==> src/rtl/modrm_disp_fetch.sv <==
// ModR/M + displacement fetch FSM feeding 8088 EA generation.
// Optional MODRM_DISP_LEN_EN exposes the fetched displacement length on disp_len_o.
module modrm_disp_fetch (
  input  logic        clk_i,
  input  logic        rst_n_i,
  input  logic        start_i,
  input  logic        flush_i,
  input  logic [7:0]  in_byte_i,
  input  logic        in_valid_i,
  output logic        in_ready_o,
  output logic [1:0]  mod_o,
  output logic [2:0]  reg_o,
  output logic [2:0]  rm_o,
  output logic [15:0] disp_o,
  output logic        ea_direct_o,
  output logic        reg_mode_o,
`ifdef MODRM_DISP_LEN_EN
  output logic [1:0]  disp_len_o,
`endif
  output logic        out_valid_o,
  input  logic        out_ready_i
);

  typedef enum logic [2:0] {IDLE, MODRM, DISP_LO, DISP_HI, DONE} state_e;

  state_e      state_q, state_d;
  logic [1:0]  mod_q, mod_d;
  logic [2:0]  reg_q, reg_d;
  logic [2:0]  rm_q, rm_d;
  logic [15:0] disp_q, disp_d;
  logic [1:0]  len_now;

  // Displacement byte count implied by a ModR/M byte.
  always_comb begin
    len_now = 2'd0;
    case (in_byte_i[7:6])
      2'b00:   len_now = (in_byte_i[2:0] == 3'b110) ? 2'd2 : 2'd0;
      2'b01:   len_now = 2'd1;
      2'b10:   len_now = 2'd2;
      default: len_now = 2'd0;
    endcase
  end

  always_comb begin
    state_d = state_q;
    mod_d   = mod_q;
    reg_d   = reg_q;
    rm_d    = rm_q;
    disp_d  = disp_q;
    if (flush_i) begin
      state_d = IDLE;
    end else begin
      case (state_q)
        IDLE: if (start_i) state_d = MODRM;
        MODRM: if (in_valid_i) begin
          mod_d   = in_byte_i[7:6];
          reg_d   = in_byte_i[5:3];
          rm_d    = in_byte_i[2:0];
          disp_d  = 16'h0000;
          state_d = (len_now == 2'd0) ? DONE : DISP_LO;
        end
        DISP_LO: if (in_valid_i) begin
          disp_d[7:0] = in_byte_i;
          // Only mod=01 carries a single (sign-extended) byte; everything else here is disp16.
          if (mod_q == 2'b01) begin
            disp_d[15:8] = {8{in_byte_i[7]}};
            state_d      = DONE;
          end else begin
            state_d = DISP_HI;
          end
        end
        DISP_HI: if (in_valid_i) begin
          disp_d[15:8] = in_byte_i;
          state_d      = DONE;
        end
        DONE: if (out_ready_i) state_d = start_i ? MODRM : IDLE;
        default: state_d = IDLE;
      endcase
    end
  end

  always_ff @(posedge clk_i or negedge rst_n_i) begin
    if (!rst_n_i) begin
      state_q <= IDLE;
      mod_q   <= 2'b00;
      reg_q   <= 3'b000;
      rm_q    <= 3'b000;
      disp_q  <= 16'h0000;
    end else begin
      state_q <= state_d;
      mod_q   <= mod_d;
      reg_q   <= reg_d;
      rm_q    <= rm_d;
      disp_q  <= disp_d;
    end
  end

`ifdef MODRM_DISP_LEN_EN
  logic [1:0] len_q;
  always_ff @(posedge clk_i or negedge rst_n_i) begin
    if (!rst_n_i)
      len_q <= 2'd0;
    else if (!flush_i && state_q == MODRM && in_valid_i)
      len_q <= len_now;
  end
  assign disp_len_o = len_q;
`endif

  assign in_ready_o  = (state_q == MODRM) || (state_q == DISP_LO) || (state_q == DISP_HI);
  assign out_valid_o = (state_q == DONE);
  assign mod_o       = mod_q;
  assign reg_o       = reg_q;
  assign rm_o        = rm_q;
  assign disp_o      = disp_q;
  assign ea_direct_o = (mod_q == 2'b00) && (rm_q == 3'b110);
  assign reg_mode_o  = (mod_q == 2'b11);

endmodule

==> config.mk <==
export PLATFORM = sky130hd
export DESIGN_NAME = modrm_disp_fetch
export DESIGN_NICKNAME = d
export VERILOG_FILES = /design/src/rtl/modrm_disp_fetch.sv
export SDC_FILE = /design/constraint.sdc
export NUM_CORES = 1
export LEC_CHECK = 0
export BUFFER_PORTS_ARGS = -buffer_cell sky130_fd_sc_hd__buf_2
export CORE_UTILIZATION = 50
export DETAILED_ROUTE_END_ITERATION = 7
export GPL_TIMING_DRIVEN = 0
export HOLD_SLACK_MARGIN = 0.15
export PLACE_DENSITY = 0.78
export RECOVER_POWER = 50
export SYNTH_ARGS = -nofsm -noshare
export SYNTH_HDL_FRONTEND = slang
export SYNTH_SLANG_ARGS = --single-unit
==> constraint.sdc <==
create_clock -name clk_i -period 2.7 [get_ports clk_i]
set_input_delay 0.405 -clock clk_i [delete_from_list [all_inputs] [get_ports clk_i]]
set_output_delay 0.405 -clock clk_i [all_outputs]
set_load 0.02 [all_outputs]
# Word level (Yosys, flattened, before mapping)
# Index checks and enable logic that the tools add are counted.
# word_totals
wordCells	57
in_bits	14
ff_bits	27
output_inout_bits	28
# classes
bitwise	1
n_eq_ne	19
n_mux	18
reduce_logical	13
# op_table
operator	n
2-to-1 mux 16 bit	2
2-to-1 mux 3 bit	8
one-hot mux 8 bit (3 select lines)	1
2-to-1 mux 8 bit	2
one-hot mux 8 bit (2 select lines)	1
one-hot mux 3 bit (5 select lines)	1
!= test 3 bit (second input constant)	4
== test 3 bit (second input constant)	3
!= test 2 bit (second input constant)	4
== test 3 x 2 -> 1 bit (second input constant)	2
zero test 2 bit	3
one-hot mux 2 bit (3 select lines)	1
AND reduction 6 bit	1
AND reduction 5 bit	1
== test 2 x 1 -> 1 bit (second input constant)	2
== test 2 bit (second input constant)	2
AND reduction 4 bit	1
== test 3 x 1 -> 1 bit (second input constant)	1
zero test 3 bit	1
!= test 3 x 2 -> 1 bit (second input constant)	1
AND reduction 3 bit	1
nonzero test 3 bit	1
logical OR 1 bit	2
2-to-1 mux 2 bit	1
4 further kinds	4

# Depth between registers and ports, before layout
# Gate-level depths: netlist of the first run.
# logic_depth
ltp_word	8
depth_mapped	5
mapped_depth_nobuf	4

# Worst setup path after synthesis of the first run
# OpenSTA, ideal clock, no wires.
# synth_timing
path_kind	flip-flop to output port
startpoint	reg state_q[0]
endpoint	out out_valid_o
setup_slack_ns	1.392
stages_incl_launch_ff	4
t_required_ns	2.295
n_path_buf	1
arrival_time_ns	0.903
cell_sequence	dfrtp_1 -> buf_4 -> nor2_4 -> and2_1
# synth_via
elab_chain_len	1
# synth_lines
element	line	text
start: declaration	26	state_e state_q, state_d;
start signal: assignment	90	state_q <= state_d;
== test 3 bit	110	assign out_valid_o = (state_q == DONE);
end: declaration	20	output logic out_valid_o,
# No other way between the ends.

# Final worst setup path of the first run
# layout_timing
startpoint	reg state_q[2]
endpoint	out out_valid_o
# Same word-level chain as after synthesis.

==> summary.txt, run 1 <==
Run status
  – Run status: completed

Place
  – Port Buffers: 41
  – Placed inst area: 1603 um^2
  – Pre-CTS setup slack: about 1200 ps
  – Post-DP HPWL: 2.238 mm
  – Final RePlAce weighted congestion: 0.7726

Global route
  – Largest net degree at the start of global routing: 28
  – Global-route wire length before repair: 4.719 mm
  – GRT Util Overall: 0.2223
  – Initial antenna violation count: 0
  – Grt total ovfl: 0
  – Vias in the first global route: 1070

Clocking
  – Clk buf depth: 2
  – CTS tree: yes
  – Root buffer cell: clkbuf_4
  – Cts repair resizes: 0
  – Worst-Skew Late Latency: 330 ps
  – CTS buffer count: 3
  – CTS H-tree depth: 1
  – CTS clk-pin slew, worst paths: 150 ps
  – Num Clock Sinks: 27

Timing
  – Worst-Margin Slew: between 1000 and 1500 ps
  – Slew HR: 0.05244
  – Max Clock Freq: 540.0 MHz
  – Final setup vio count: 0
  – RSZ-0062 raised after global routing: false
  – Final Cycle Share: 0.6858
  – Final worst slack: 848.3 ps
  – Final TNS setup: 0 ps
  – Hold Fails Final Rpt: 0
  – Min Tclk post-route: approximately 1900 ps
  – Slew Limit Fails: 0
  – Worst Skew: 1.111 ps

Worst setup path
  – WS Path Type: register to primary output
  – Critical path buffers and inverters: 2
  – Worst EP arrival: 1450 ps
  – Worst Reg-to-Reg Cells: 4
  – Slowest cell on the critical path: dfrtp_1
  – Cells along the critical path: clkbuf_1 > and2_1 > buf_2
  – Critical Path End Type: primary output
  – Worst R2R Setup Slack: between 1000 and 1500 ps
  – Reg2Reg Launch Point: state_q[2]$_DFFE_PN0P_
  – Worst Setup Start Kind: register
  – Top delay family on crit path: buffers and inverters
  – CP required: 2300 ps
  – RR Endpoint: disp_o[9]$_DFFE_PN0P_
  – Critical-path maximum fanout: 10
  – Crit path largest cell delay: 420 ps

Hold path
  – Worst hold path type: input port to register
  – Hold path depth: 2
  – Hold endpoint: state_q[0]$_DFFE_PN0P_
  – HP Start: flush_i

Power
  – Pleak: 0.0007580 uW
  – VDD IR max: about 0.48 mV
  – Power Dens Cells: between 700 and 800 nW/um^2

Die
  – Die area: 2933 um^2
  – Area of the core: roughly 2500 um^2
  – Die width: 54.16 um
  – Row count: 18
  – Ports: 42
  – Starting Density: 0.5392
  – Die height: roughly 54 um

Layout
  – # nets final: 196
  – Design area: 1624 um^2
  – Area growth syn-to-layout: 19.41%
  – Fraction of layout cells with a size suffix above 1: 0.2707
  – Antenna diodes: 0
  – Commonest non-fill, non-tap cells in the layout: buf_2 (29), dfrtp_1 (27), nand2_1 (20)
  – Leading cell type in the layout, fill and taps excluded: buf_2

Synthesis
  – Yosys Warn Count: 0
  – Netlist cell types: 32
  – Mapped cell area: around 1400 um^2
  – Seq/Total Area, Yosys: 0.4968
  – Mean area per synthesized cell: 10.07 um^2
  – FF+latch count, synth: 27
  – Mapped Cells: 135
  – Mapped Nets: 149

Drt
  – DR iter-0 viols: 24
  – Post-route DRC: 0
  – Vias per cell: 5.649
  – Vias: 1192
  – Antenna Violating Nets Remaining: 0
  – DR WL/cell: around 14 um
  – Drt total wl: 2.953 mm
  – Pre-antenna DRT Iters: 4

Run
  – Maxcap violations: 0
per-stage QoR:
step           utilization  hold WS (ps)  std cells  power [uW]
2_1_floorplan            -         109.4        135       825.5
3_3_place_gp        0.6354         435.9        206       962.3
3_5_place_dp        0.6354         443.2        206       976.3
4_1_cts             0.6513         285.2        211        1154
5_1_grt             0.6438         290.5        211        1207
6_report            0.6438         279.1        211        1142
how the worst max path moves through the flow:
stage	from	to	slack, ps	cells past startpoint
6_report	state_q[2]$_DFFE_PN0P_	out_valid_o	850	3
5_1_grt	rst_n_i	disp_o[14]$_DFFE_PN0P_	590	2
4_1_cts	state_q[0]$_DFFE_PN0P_	out_valid_o	920	4
3_5_place_dp	flush_i	mod_o[1]$_DFFE_PN0P_	1170	5
3_3_place_gp	flush_i	mod_o[1]$_DFFE_PN0P_	1180	5
2_1_floorplan	state_q[0]$_DFFE_PN0P_	out_valid_o	1390	3
repair_timing:
action / 4_1_cts / 5_1_grt
endpoints found under the hold margin: 27 / 0
buffers inserted: 0 / 0
hold buffers: 1 / 0
area by class of cell:
cell class	count	area (um^2)
Buffer	7	43.79
Clock buffer	3	22.52
Clock inverter	1	7.507
Fill cell	237	898.4
Inverter	1	3.754
Multi-Input combinational cell	100	635.6
Sequential cell	27	675.6
Tap cell	30	37.54
Timing Repair Buffer	42	197.7
where the power goes:
group          leakage [uW]  internal (uW)  total (uW)  switching, uW
clock             0.0000139           56.6         184            127
combinational      0.000416            163         415            252
sequential         0.000328            484         543           58.9
total              0.000758            704        1140            438
Yosys cell counts, drive strengths merged:
cell	instances	share of area
a21oi	8	0.029
a31oi	9	0.041
and2	2	0.0092
and3b	1	0.0064
and4b	1	0.0074
buf	6	0.030
clkbuf	1	0.0028
dfrtp	27	0.50
inv	1	0.0028
mux2	9	0.075
mux2i	3	0.022
nand2	20	0.055
nand3b	2	0.020
nor2	7	0.025
nor2b	9	0.041
nor3	1	0.0037
nor3b	3	0.024
o21ai	19	0.073
o22ai	1	0.0046
o2bb2ai	1	0.0064
or2b	1	0.0055
or3	1	0.0046
or4b	1	0.0074
xor2	1	0.0064
cell families after synthesis:
| family | synth area share |
|---|---|
| flip-flops | 0.4968 |
| AND/OR/NAND/NOR | 0.2097 |
| XOR/XNOR | 0.006441 |
| multiplexers | 0.09660 |
| buffers and inverters | 0.03587 |
| AO/OA/AOI/OAI | 0.1546 |
routing by layer:
| metal | vias up | part of all wire | track usage |
|---|---|---|---|
| li1 | 571 | - | - |
| met1 | 577 | 0.47 | 0.3099 |
| met2 | 40 | 0.47 | 0.3659 |
| met3 | 4 | 0.056 | 0.02542 |
| met4 | 0 | 0.0081 | 0.05128 |
| met5 | - | 0 | 0 |
state kept, by name, summed over array words and instances, names as in the netlist:
signal   flops
disp_o      16
mod_o        2
reg_o        3
rm_o         3
state_q      3
No activity file was read; power rests on OpenSTA's default activity.
==> inputs of run 2 (changes only) <==
--- a/config.mk
+++ b/config.mk
@@ -6,11 +6,11 @@
 export NUM_CORES = 1
 export LEC_CHECK = 0
 export BUFFER_PORTS_ARGS = -buffer_cell sky130_fd_sc_hd__buf_2
-export CORE_UTILIZATION = 50
+export CORE_UTILIZATION = 45
 export DETAILED_ROUTE_END_ITERATION = 7
 export GPL_TIMING_DRIVEN = 0
 export HOLD_SLACK_MARGIN = 0.15
-export PLACE_DENSITY = 0.78
+export PLACE_DENSITY = 0.74
 export RECOVER_POWER = 50
 export SYNTH_ARGS = -nofsm -noshare
 export SYNTH_HDL_FRONTEND = slang
==> constraint.sdc (replaced) <==
create_clock -name clk_i -period 1.6 [get_ports clk_i]
set_input_delay 0.24 -clock clk_i [delete_from_list [all_inputs] [get_ports clk_i]]
set_output_delay 0.24 -clock clk_i [all_outputs]
set_load 0.02 [all_outputs]
==> run 2 against run 1 <==
  * The flow now finishes with violations (DRC)
  * Total power increased by 71%
  * Wire length is 11% higher
  * Critical path depth rose by 2
  * Cell area grew 4.0%
  * Flip-flop and latch count unchanged
  * Sequential power rose by 70%
  * Worst hold slack lost 100 ps
  * Global-route usage fell by 1.7 points
==> summary.txt, run 2 (synthesis gave the netlist of run 1 again) <==
Run status
  – Run status: complete, but fails checks
  – Violated checks: DRC

Run
  – Maxcap violations: 0

Global route
  – Initial antenna violation count: 0
  – Global-route wire length before repair: 5.126 mm
  – GRT Util Overall: 0.2052
  – Largest net degree at the start of global routing: 28
  – Vias in the first global route: 1096
  – Grt total ovfl: 0

Timing
  – Final setup vio count: 0
  – Final Cycle Share: 0.9692
  – Final TNS setup: 0 ps
  – Slew Limit Fails: 0
  – Hold WS: 175.4 ps
  – Min Tclk post-route: ~1600 ps
  – Hold Fails Final Rpt: 0
  – Worst Skew: 1.556 ps
  – Worst-Margin Slew: 679.4 ps
  – Slew HR: 0.5471
  – RSZ-0062 raised after global routing: true
  – Max Clock Freq: 644.9 MHz

Clocking
  – Root buffer cell: clkbuf_4
  – Clk buf depth: 2
  – CTS H-tree depth: 1
  – Worst-Skew Late Latency: roughly 320 ps
  – CTS clk-pin slew, worst paths: 150 ps
  – CTS buffer count: 3
  – Num Clock Sinks: 27
  – CTS tree: yes

Drt
  – Antenna Violating Nets Remaining: 0
  – Drt total wl: 3.265 mm
  – Vias per cell: 5.579
  – Pre-antenna DRT Iters: 6
  – Vias: 1205
  – Post-route DRC: 4
  – DR iter-0 viols: slightly above 50
  – DR WL/cell: 15.12 um

Worst setup path
  – Worst Setup Start Kind: register
  – Critical Path End Type: register
  – Worst R2R Setup Slack: just under 50 ps
  – Reg2Reg Launch Point: state_q[1]$_DFFE_PN0P_
  – Worst Reg-to-Reg Cells: 5
  – WS Path Type: register to register
  – RR Endpoint: disp_o[9]$_DFFE_PN0P_
  – Critical-path maximum fanout: 10
  – CP required: approximately 1800 ps
  – Worst EP arrival: 1790 ps

Place
  – Post-DP HPWL: 2.374 mm
  – Placed inst area: between 1500 and 2000 um^2
  – Inst Count DP: slightly above 200
  – Final RePlAce weighted congestion: roughly 0.75
  – Port Buffers: 41

Layout
  – Area growth syn-to-layout: 24.20%
  – Design area: 1689 um^2
  – Non-filler instance count after layout: approximately 220
  – Post-layout util: 0.6021
  – # nets final: 200
  – Antenna diodes: 0
  – Largest register FFs: 16
  – Commonest non-fill, non-tap cells in the layout: buf_2 (32), dfrtp_1 (27), nand2_1 (20)
  – Leading cell type in the layout, fill and taps excluded: buf_2
  – Fraction of layout cells with a size suffix above 1: 0.3189

Die
  – Row count: 19
  – Die area: roughly 3200 um^2
  – Ports: 42
  – Starting Density: 0.4848
  – Die width: about 57 um
  – Die height: 56.98 um
  – Area of the core: 2805 um^2

Hold path
  – Worst hold path type: input port to register
  – HP Start: in_byte_i[3]
  – Hold endpoint: reg_o[0]$_DFFE_PN0P_
  – Hold path depth: 2

Power
  – VDD IR max: 0.6907 mV
  – Pleak: roughly 0.0008 uW
  – Power Dens Cells: 1159 nW/um^2
## run 2: cell types whose count changed in the layout (fill, tap and decap cells not counted), moves of 2 or more
cell and change:
buf_2 +3, buf_4 +3, clkbuf_1 -6, nor3b_2 -2, nor3b_4 +2
## run 2: worst max-delay path by stage
| stage | from | to | slack [ps] | depth (start not counted) |
|---|---|---|---|---|
| global placement | state_q[2]$_DFFE_PN0P_ | rm_o[0]$_DFFE_PN0P_ | 190 | 4 |
| detailed placement | state_q[0]$_DFFE_PN0P_ | disp_o[9]$_DFFE_PN0P_ | 80 | 5 |
| floorplan | mod_o[1]$_DFFE_PN0P_ | disp_o[15]$_DFFE_PN0P_ | 300 | 4 |
| global route | state_q[0]$_DFFE_PN0P_ | out_valid_o | -5 | 4 |
| CTS | state_q[0]$_DFFE_PN0P_ | out_valid_o | 10 | 4 |
| finish | state_q[1]$_DFFE_PN0P_ | disp_o[9]$_DFFE_PN0P_ | 50 | 5 |
## run 2: area by class of cell
cell class	count	area, um^2
Clock inverter	1	7.507
Sequential cell	27	675.6
Timing Repair Buffer	46	239.0
Multi-Input combinational cell	100	650.6
Inverter	1	3.754
Tap cell	31	38.79
Fill cell	255	1116
Clock buffer	3	22.52
Buffer	7	51.30
## run 2: per-stage QoR
step	setup slack (ps)	total power (uW)
floorplan	297.8	1393
global placement	188.3	1625
detailed placement	75.36	1658
CTS	14.79	1961
global route	-5.203	2065
finish	49.35	1958
## run 2: report_power, final
group	internal [uW]	switching [uW]	leakage, uW	total [uW]
Clock	95.4	204	0.0000139	299
Combinational	298	438	0.000458	736
Sequential	817	106	0.000328	923
Total	1210	748	0.000800	1960
## run 2: critical path, stage by stage, from the launching register on
cell     delay (ps)
dfrtp_1         500
and3b_1         250
o21ai_2         250
buf_2           270
nand2_1          90
o21ai_0         100
## run 2: what timing repair did
| action | in CTS | in global routing |
|---|---|---|
| endpoints found under the hold margin | 28 | 0 |
| setup endpoints to repair | 1 | 11 |
| hold buffers | 2 | 0 |
| pin swaps | 1 | 1 |
| gates cloned | 0 | 0 |
| gates resized for setup | 1 | 5 |
| setup buffers | 0 | 3 |
## run 2: layer usage
| layer | routed length [um] | global-route usage | part of all wire | vias up |
|---|---|---|---|---|
| met1 | 1518 | 0.2802 | 0.46 | 574 |
| met3 | 204 | 0.02268 | 0.062 | 4 |
| met5 | 0 | 0 | 0 | - |
| li1 | - | - | - | 581 |
| met4 | 30 | 0.06272 | 0.0092 | 0 |
| met2 | 1511 | 0.3462 | 0.46 | 46 |
==> inputs of run 3 (changes only) <==
--- a/config.mk
+++ b/config.mk
@@ -5,12 +5,12 @@
 export SDC_FILE = /design/constraint.sdc
 export NUM_CORES = 1
 export LEC_CHECK = 0
-export BUFFER_PORTS_ARGS = -buffer_cell sky130_fd_sc_hd__buf_2
-export CORE_UTILIZATION = 45
+export CORE_UTILIZATION = 50
 export DETAILED_ROUTE_END_ITERATION = 7
+export DONT_BUFFER_PORTS = 1
 export GPL_TIMING_DRIVEN = 0
 export HOLD_SLACK_MARGIN = 0.15
-export PLACE_DENSITY = 0.74
+export PLACE_DENSITY = 0.68
 export RECOVER_POWER = 50
 export SYNTH_ARGS = -nofsm -noshare
 export SYNTH_HDL_FRONTEND = slang
==> run 3 against run 2 <==
  * Fmax up 0.99%
  * Sequential power up 20%
  * Worst hold slack better by 11 ps
  * Register-to-register slack better by 60 ps
  * Sequential share of layout area up 3.5 points
  * Global-route usage up 5.1 points
  * Clock power up 5%
  * Critical path depth down 2
  * Critical endpoint is now out_valid_o
  * The run now ends clean
  * Highest routed layer unchanged
  * First-iteration DRC count down 25%
  * Non-clock buffer count down 33
  * Cell area down 7.7%
  * Die area down 9.7%
==> summary.txt, run 3 (synthesis gave the netlist of run 1 again) <==
Layout
  – Largest register FFs: 16
  – Antenna diodes: 0
  – Commonest non-fill, non-tap cells in the layout: dfrtp_1 (25), nand2_1 (20), o21ai_0 (16)
  – Area growth syn-to-layout: 14.63%
  – Fraction of layout cells with a size suffix above 1: 0.1776
  – Post-layout util: 0.6181
  – Leading cell type in the layout, fill and taps excluded: dfrtp_1
  – # nets final: 167
  – Design area: 1559 um^2

Clocking
  – Clk buf depth: 2
  – CTS buffer count: 3
  – Worst-Skew Late Latency: approximately 340 ps
  – Num Clock Sinks: 27
  – CTS tree: yes
  – CTS H-tree depth: 1
  – Root buffer cell: clkbuf_4
  – # Post-CTS Setup Buffers: 0
  – CTS clk-pin slew, worst paths: 160 ps

Timing
  – Max Clock Freq: 651.3 MHz
  – Worst Skew: 15.71 ps
  – Slew Limit Fails: 0
  – Slew HR: 0.5646
  – Final Cycle Share: 0.9597
  – Final TNS setup: 0 ps
  – Worst-Margin Slew: 653.1 ps
  – RSZ-0062 raised after global routing: false
  – Min Tclk post-route: 1535 ps
  – Hold WS: 186.8 ps
  – Final setup vio count: 0
  – Hold Fails Final Rpt: 0

Worst setup path
  – Critical Path End Type: primary output
  – Reg2Reg Launch Point: state_q[1]$_DFFE_PN0P_
  – Crit path from: state_q[0]$_DFFE_PN0P_
  – RR Endpoint: disp_o[12]$_DFFE_PN0P_
  – Worst EP arrival: 1300 ps
  – Worst Reg-to-Reg Cells: 5
  – Critical-path maximum fanout: 8
  – WS Path Type: register to primary output
  – Worst R2R Setup Slack: roughly 110 ps
  – Worst Setup Start Kind: register
  – CP required: 1360 ps
  – Worst setup path end: out_valid_o

Power
  – Combinational Power Share: 0.225
  – Clock power share: 0.171
  – Pleak: 0.0006888 uW
  – Sw Ratio: 0.3916
  – Int Power: 1117 uW
  – Register share of total power: 0.604
  – NetSw: 718.8 uW
  – Power Dens Cells: approximately 1200 nW/um^2
  – VDD IR max: 1.234 mV

Run status
  – Run status: completed

Die
  – Area of the core: between 2000 and 3000 um^2
  – Row count: 18
  – Starting Density: 0.5392
  – Die width: 54.16 um
  – Die height: 54.16 um
  – Ports: 42
  – Die area: 2933 um^2

Global route
  – Global-route wire length before repair: 5.230 mm
  – GRT Util Overall: 0.2559
  – Grt total ovfl: 0
  – Vias in the first global route: 1103
  – Largest net degree at the start of global routing: 28
  – Initial antenna violation count: 0

Drt
  – Post-route DRC: 0
  – Vias per cell: 5.973
  – Vias: 1087
  – Pre-antenna DRT Iters: 4
  – Antenna Violating Nets Remaining: 0
  – Drt total wl: roughly 3.3 mm
  – DR WL/cell: 18.02 um
  – DR iter-0 viols: 38

Place
  – Port Buffers: 0
  – Placed inst area: 1398 um^2
  – Post-DP HPWL: ~2.2 mm
  – Final RePlAce weighted congestion: around 0.87

Run
  – Maxcap violations: 0

Hold path
  – Worst hold path type: input port to register
run 3: cell types whose count changed in the layout (fill, tap and decap cells not counted), moves of 2 or more:
cell / change
dfrtp_1: -2
buf_2: -30
nor3b_4: -2
buf_4: -3
nor3b_2: +2
clkbuf_1: -9
dlygate4sd3_1: +10
dfrtp_2: +2
run 3: worst max-delay path: stages (launching register included):
cell and delay (ps):
dfrtp_1 390, buf_4 170, nor2_4 160, and2_2 240
run 3: metrics by stage:
step                std cells  power [uW]  worst slack [ps]
finish                    182        1835             64.53
detailed placement        165        1480             53.10
floorplan                 135        1393             297.8
global placement          165        1456             116.4
global route              182        1926             9.133
CTS                       182        1838             18.86
run 3: what timing repair did:
item | in CTS | in global routing
hold buffers | 13 | 0
resized for setup | 0 | 4
endpoints found under the hold margin | 53 | 0
endpoints found under the setup margin | 0 | 10
run 3: routing by layer:
layer,track usage,vias up,routed length (um)
met3,0.07627,4,282
li1,-,510,-
met4,0.07692,0,27
met5,0,-,0
met1,0.3375,526,1439
met2,0.4024,47,1531
run 3: power by group through the flow:
stage	combinational (uW)	clock (uW)	sequential [uW]
3_3_place_gp	348	0	1110
4_1_cts	418	317	1100
6_report	413	314	1110
2_1_floorplan	313	0	1080
5_1_grt	462	331	1130
3_5_place_dp	364	0	1120
run 3: area by class of cell:
type | instances | area [um^2]
Buffer | 7 | 47.55
Clock inverter | 1 | 7.507
Clock buffer | 3 | 22.52
Multi-Input combinational cell | 100 | 636.9
Sequential cell | 27 | 678.2
Tap cell | 30 | 37.54
Timing Repair Buffer | 13 | 125.1
Fill cell | 221 | 963.4
Inverter | 1 | 3.754
run 3: how the worst min path moves through the flow:
stage	cells after the start	startpoint	endpoint
after CTS	3	flush_i	disp_o[11]$_DFFE_PN0P_
after global routing	3	flush_i	disp_o[14]$_DFFE_PN0P_
after detailed placement	0	rst_n_i	disp_o[0]$_DFFE_PN0P_
after floorplan	0	rst_n_i	disp_o[0]$_DFFE_PN0P_
after global placement	0	rst_n_i	state_q[0]$_DFFE_PN0P_
final	3	flush_i	disp_o[11]$_DFFE_PN0P_
